[src/rtl/regfile_rename.sv]
// Architectural register file with ROB rename tags: tracks the pending producer
// nick per register, retires committed values and answers dual-operand lookups.
module regfile_rename #(
  parameter int unsigned DATA_W = 32,
  parameter int unsigned NAME_W = 5,
  parameter int unsigned NICK_W = 5
) (
  input  logic              clk,
  input  logic              rst,
  input  logic              rdy,
  input  logic              iCLR,
  input  logic              iROB_nick_en,
  input  logic [NICK_W-1:0] iROB_nick,
  input  logic [NAME_W-1:0] iROB_nick_regnm,
  input  logic              iRF_en,
  input  logic [NAME_W-1:0] iRF_rd_regnm,
  input  logic [DATA_W-1:0] iRF_rd_dt,
  input  logic [NICK_W-1:0] iRF_rd_nick,
  input  logic              iDP_en,
  input  logic [NAME_W-1:0] iDP_rs1_regnm,
  input  logic [NAME_W-1:0] iDP_rs2_regnm,
  output logic              oDP_vld,
  output logic [DATA_W-1:0] oDP_rs1_dt,
  output logic [DATA_W-1:0] oDP_rs2_dt,
  output logic [NICK_W-1:0] oDP_rs1_nick,
  output logic [NICK_W-1:0] oDP_rs2_nick
);

  localparam int unsigned NREGS = 1 << NAME_W;
  localparam int unsigned RES_W = NICK_W + DATA_W;

  logic [DATA_W-1:0] data_q [NREGS];
  logic [NICK_W-1:0] tag_q  [NREGS];
  logic [NREGS-1:0]  busy_q;

  logic             ren_c;
  logic             cmt_c;
  logic             ren_cmt_same_c;
  logic [RES_W-1:0] rs1_res_c;
  logic [RES_W-1:0] rs2_res_c;

  // x0 is never renamed or written, so it stays not-busy with data 0
  assign ren_c          = iROB_nick_en && (iROB_nick_regnm != '0);
  assign cmt_c          = iRF_en && (iRF_rd_regnm != '0);
  assign ren_cmt_same_c = ren_c && (iROB_nick_regnm == iRF_rd_regnm);

  // Operand resolution on pre-edge state; a same-cycle matching commit bypasses
  function automatic logic [RES_W-1:0] lookup(input logic [NAME_W-1:0] r);
    logic [RES_W-1:0] res;
    if (!busy_q[r]) begin
      res = {NICK_W'(0), data_q[r]};
    end else if (cmt_c && (iRF_rd_regnm == r) && (iRF_rd_nick == tag_q[r])) begin
      res = {NICK_W'(0), iRF_rd_dt};
    end else begin
      res = {tag_q[r], DATA_W'(0)};
    end
    return res;
  endfunction

  assign rs1_res_c = lookup(iDP_rs1_regnm);
  assign rs2_res_c = lookup(iDP_rs2_regnm);

  // Register state: commit data always lands; flush wipes all rename state
  always_ff @(posedge clk or posedge rst) begin
    if (rst) begin
      busy_q <= '0;
      for (int i = 0; i < NREGS; i++) begin
        data_q[i] <= '0;
        tag_q[i]  <= '0;
      end
    end else if (rdy) begin
      if (cmt_c) data_q[iRF_rd_regnm] <= iRF_rd_dt;
      if (iCLR) begin
        busy_q <= '0;
        for (int i = 0; i < NREGS; i++) tag_q[i] <= '0;
      end else begin
        if (cmt_c && !ren_cmt_same_c && (tag_q[iRF_rd_regnm] == iRF_rd_nick))
          busy_q[iRF_rd_regnm] <= 1'b0;
        if (ren_c) begin
          busy_q[iROB_nick_regnm] <= 1'b1;
          tag_q[iROB_nick_regnm]  <= iROB_nick;
        end
      end
    end
  end

  // Registered lookup response; payload holds while no result is presented
  always_ff @(posedge clk or posedge rst) begin
    if (rst) begin
      oDP_vld      <= 1'b0;
      oDP_rs1_dt   <= '0;
      oDP_rs2_dt   <= '0;
      oDP_rs1_nick <= '0;
      oDP_rs2_nick <= '0;
    end else if (rdy) begin
      oDP_vld <= iDP_en && !iCLR;
      if (iDP_en && !iCLR) begin
        {oDP_rs1_nick, oDP_rs1_dt} <= rs1_res_c;
        {oDP_rs2_nick, oDP_rs2_dt} <= rs2_res_c;
      end
    end
  end

endmodule

[config.mk]
export PLATFORM = sky130hd
export DESIGN_NAME = regfile_rename
export DESIGN_NICKNAME = d
export VERILOG_FILES = /design/src/rtl/regfile_rename.sv
export SDC_FILE = /design/constraint.sdc
export NUM_CORES = 2
export LEC_CHECK = 0
export CAP_MARGIN = 5
export CORE_UTILIZATION = 60
export CTS_CLUSTER_DIAMETER = 150
export DETAILED_ROUTE_END_ITERATION = 16
export PLACE_DENSITY = 0.77
export SETUP_SLACK_MARGIN = 0.3
export SYNTH_ARGS = -nofsm -noshare
export SYNTH_HDL_FRONTEND = slang
export SYNTH_SLANG_ARGS = --single-unit
[constraint.sdc]
create_clock -name clk -period 57.9 [get_ports clk]
set_input_delay 11.58 -clock clk [delete_from_list [all_inputs] [get_ports clk]]
set_output_delay 11.58 -clock clk [all_outputs]
set_load 0.05 [all_outputs]
==> flow_summary.toml <==
[sta]
fin_crit_sh = 0.284
setup_violations = 0
fmax_mhz = 60.8
rsz0062_at_grt = "false"
skew_ns = 0.0269
worstMarginPinSlew_ns = 1.21
hold_viol = 0
slew_violations = 0
finalCriticalPeriod_ns = 16.44
slew_headroom = 0.192
final.setup.tns_ns = 0

[routing]
viasPerCell = 7.41
vias = 46100
drtIter0Drc = 5665
wire_per_inst_um = 34.4
ant_nets = 0
firstDrtPassIters = 7
post-route-drc-count = 0
wl_um = 214000

[power]
pwr-share-seq = 0.440
p_sw_frac = 0.272
pwr-share-comb = 0.178
intPower_w = 0.00180
ir_worst_vdd_mv = 0.0352
leakage_nw = 33.6
p_clk_frac = 0.382
power.switching_w = 0.000670
power.density_mw_per_mm2 = 32.1

[layout]
drive_gt1_frac = 0.449
finalNonFillerCells = 6227
final_cell_mix = "dfrtp_1 (1,291), mux2_2 (1,004), mux4_2 (735)"
final_common_cell = "dfrtp_1"
fin_area_mm2 = 0.0769
syn_to_final_growth_pct = 10.1
finalNetCount = 4670
fin_util = 0.670
fillers = 7908

[setup_path]
cp.required_ns = 58.55
endpoint_kind = "flip-flop"
crit_start = "iDP_rs1_regnm[1]"
critical_path.max_fanout = 89
crit_type = "primary input to flip-flop"
regToRegStartpoint = "tag_q[142]$_DFFE_PP0P_"
r2r_end = "oDP_rs1_nick[3]$_DFFE_PP0P_"
worst_ep_arrival_time_ns = 17.08
start_kind = "primary input"
r2r.worst_path.cells = 9
regToRegSetupSlack_ns = 54.25
worstSetupEndpoint = "oDP_rs1_nick[3]$_DFFE_PP0P_"

[placed_design]
placed_area_mm2 = 0.0721
hpwl_um = 118000
dpl.cell_count = 5971
gp_congestion = 1.03
port_buffers = 143

[global_routing]
grt_pass1_wl_um = 319000
first_global_vias = 46800
antenna_found_initial = 7
track_usage = 0.374
grt_start_max_net_pins = 146
gr-total-overflow = 0

[yosys]
synth_edf_count = 0
ys_warn_count = 0
synth_cells = 4744
synth.avg_cell_area_um2 = 14.7
yosysTopAreaCellShare = 0.462
syn_nets = 4813
yosysSeqAreaShare = 0.462
netlist_area_mm2 = 0.0699
synth_area_leaders = "dfrtp_1 (46%), mux4_2 (24%), mux2_2 (16%)"
synth_top_area_cell = "dfrtp_1"
synth-seq-cells = 1291
synth_cell_types = 51
synthFlopType = "dfrtp_1"
synth-async-reset-ratio = 1.00

[clock_network]
cts_hold_buf = 0
cts_tree = "built"
insertion_delay_ns = 0.77
postCtsSetupRepairBufs = 0
cts_buffers = 140
cts_buffer_depth = 3
ctsResizeCount = 0
cts.reportedPaths.clkPinSlew_ns = 0.06
htree_levels = 4
cts_root_buf = "clkbuf_16"
cts.sinks = 1291

[outcome]
status = "finished, final reports clean"

[floorplanning]
die_h_um = 343
io_pins = 144
fp.dieArea_mm2 = 0.118
die_x_um = 343
num_rows = 124
initial_core_util = 0.608
coreArea_mm2 = 0.115

[min_path]
hold_class = "flip-flop to flip-flop"

[flow_run]
cap_violations = 0
==> state kept, by name (all words and copies together), names as in the netlist <==
register	flops
oDP_rs2_dt	32
oDP_rs2_nick	5
busy_q	32
data_q	1024
oDP_vld	1
oDP_rs1_nick	5
tag_q	160
oDP_rs1_dt	32
==> synthesized netlist by cell type, drive strengths merged, types with 4 or more instances <==
cell type  instances
dfrtp           1291
mux2            1005
mux4             735
clkbuf           325
nor2             262
buf              187
mux2i            153
a22o             133
a21oi             98
o21ai             97
nand2             87
a22oi             58
nand4             49
and2              45
a41oi             32
nand2b            28
nand3             22
nor2b             18
xor2              17
nor3              10
xnor2             10
a32o               8
and3               8
and3b              7
nand3b             7
inv                6
a2bb2oi            4
nor3b              4
o31ai              4
or2                4
==> power groups by stage <==
stage	logic [W]	registers (W)	clock network, W
after global routing	0.000463	0.00110	0.000985
after CTS	0.000437	0.00108	0.000949
after detailed placement	0.000436	0.00110	0
after global placement	0.000427	0.00109	0
after floorplan	0.000301	0.00111	0
final	0.000440	0.00109	0.000941
==> routing by layer <==
metal  vias up  routed length, µm  GRT usage
li1      18100                  -          -
met1     24400              81800      0.523
met2      2955              97200      0.553
met3       679              24000     0.0967
met4         4              11100      0.178
met5         -                 19   0.000801
==> worst min path at each step <==
stage	slack [ns]	depth (start not counted)	start	end
CTS	0.40	0	data_q[992]$_DFFE_PP0P_	data_q[992]$_DFFE_PP0P_
global placement	0.38	0	data_q[1013]$_DFFE_PP0P_	data_q[1013]$_DFFE_PP0P_
finish	0.39	0	data_q[1017]$_DFFE_PP0P_	data_q[1017]$_DFFE_PP0P_
detailed placement	0.38	0	data_q[994]$_DFFE_PP0P_	data_q[994]$_DFFE_PP0P_
global route	0.41	0	data_q[1008]$_DFFE_PP0P_	data_q[1008]$_DFFE_PP0P_
floorplan	0.44	1	data_q[1000]$_DFFE_PP0P_	data_q[1000]$_DFFE_PP0P_
==> logic make-up (layout without fill, tap and decap cells) <==
logic type | count (synthesis) | after routing | synth area share
multiplexers | 1893 | 1893 | 0.421
XOR/XNOR | 27 | 27 | 0.00338
other | 0 | 5 | 0
AO/OA/AOI/OAI | 453 | 453 | 0.0451
flip-flops | 1291 | 1291 | 0.462
buffers and inverters | 518 | 484 | 0.0300
AND/OR/NAND/NOR | 562 | 562 | 0.0382
==> critical path, cell delays in order <==
cell,delay (ns)
buf_8,0.60
buf_4,0.85
buf_4,0.94
mux4_2,0.61
a22oi_1,0.25
o21a_1,0.16
nand3_1,0.15
xor2_1,0.20
nor2_4,0.12
buf_4,0.63
nand4_1,0.46
a32o_1,0.40
==> layout make-up <==
cell class	instances	area [µm²]	share of cell area
repair buffers	227	2090	0.0272
well taps	1512	1890	0.0246
clock inverters	49	653	0.00849
flip-flops and latches	1291	32300	0.420
multi-input cells	2935	35800	0.465
inverters	6	30.0	0.000390
diodes	5	12.5	0.000163
clock buffers	202	4170	0.0542
==> per-stage QoR <==
step           hold slack [ns]  power, W  worst slack (ns)
2_1_floorplan            0.441   0.00141              9.93
6_report                 0.391   0.00247             41.46
4_1_cts                  0.396   0.00247             41.67
3_3_place_gp             0.377   0.00152             40.95
5_1_grt                  0.408   0.00255             41.31
3_5_place_dp             0.382   0.00153             40.92
(Power assumes the default switching activity.)
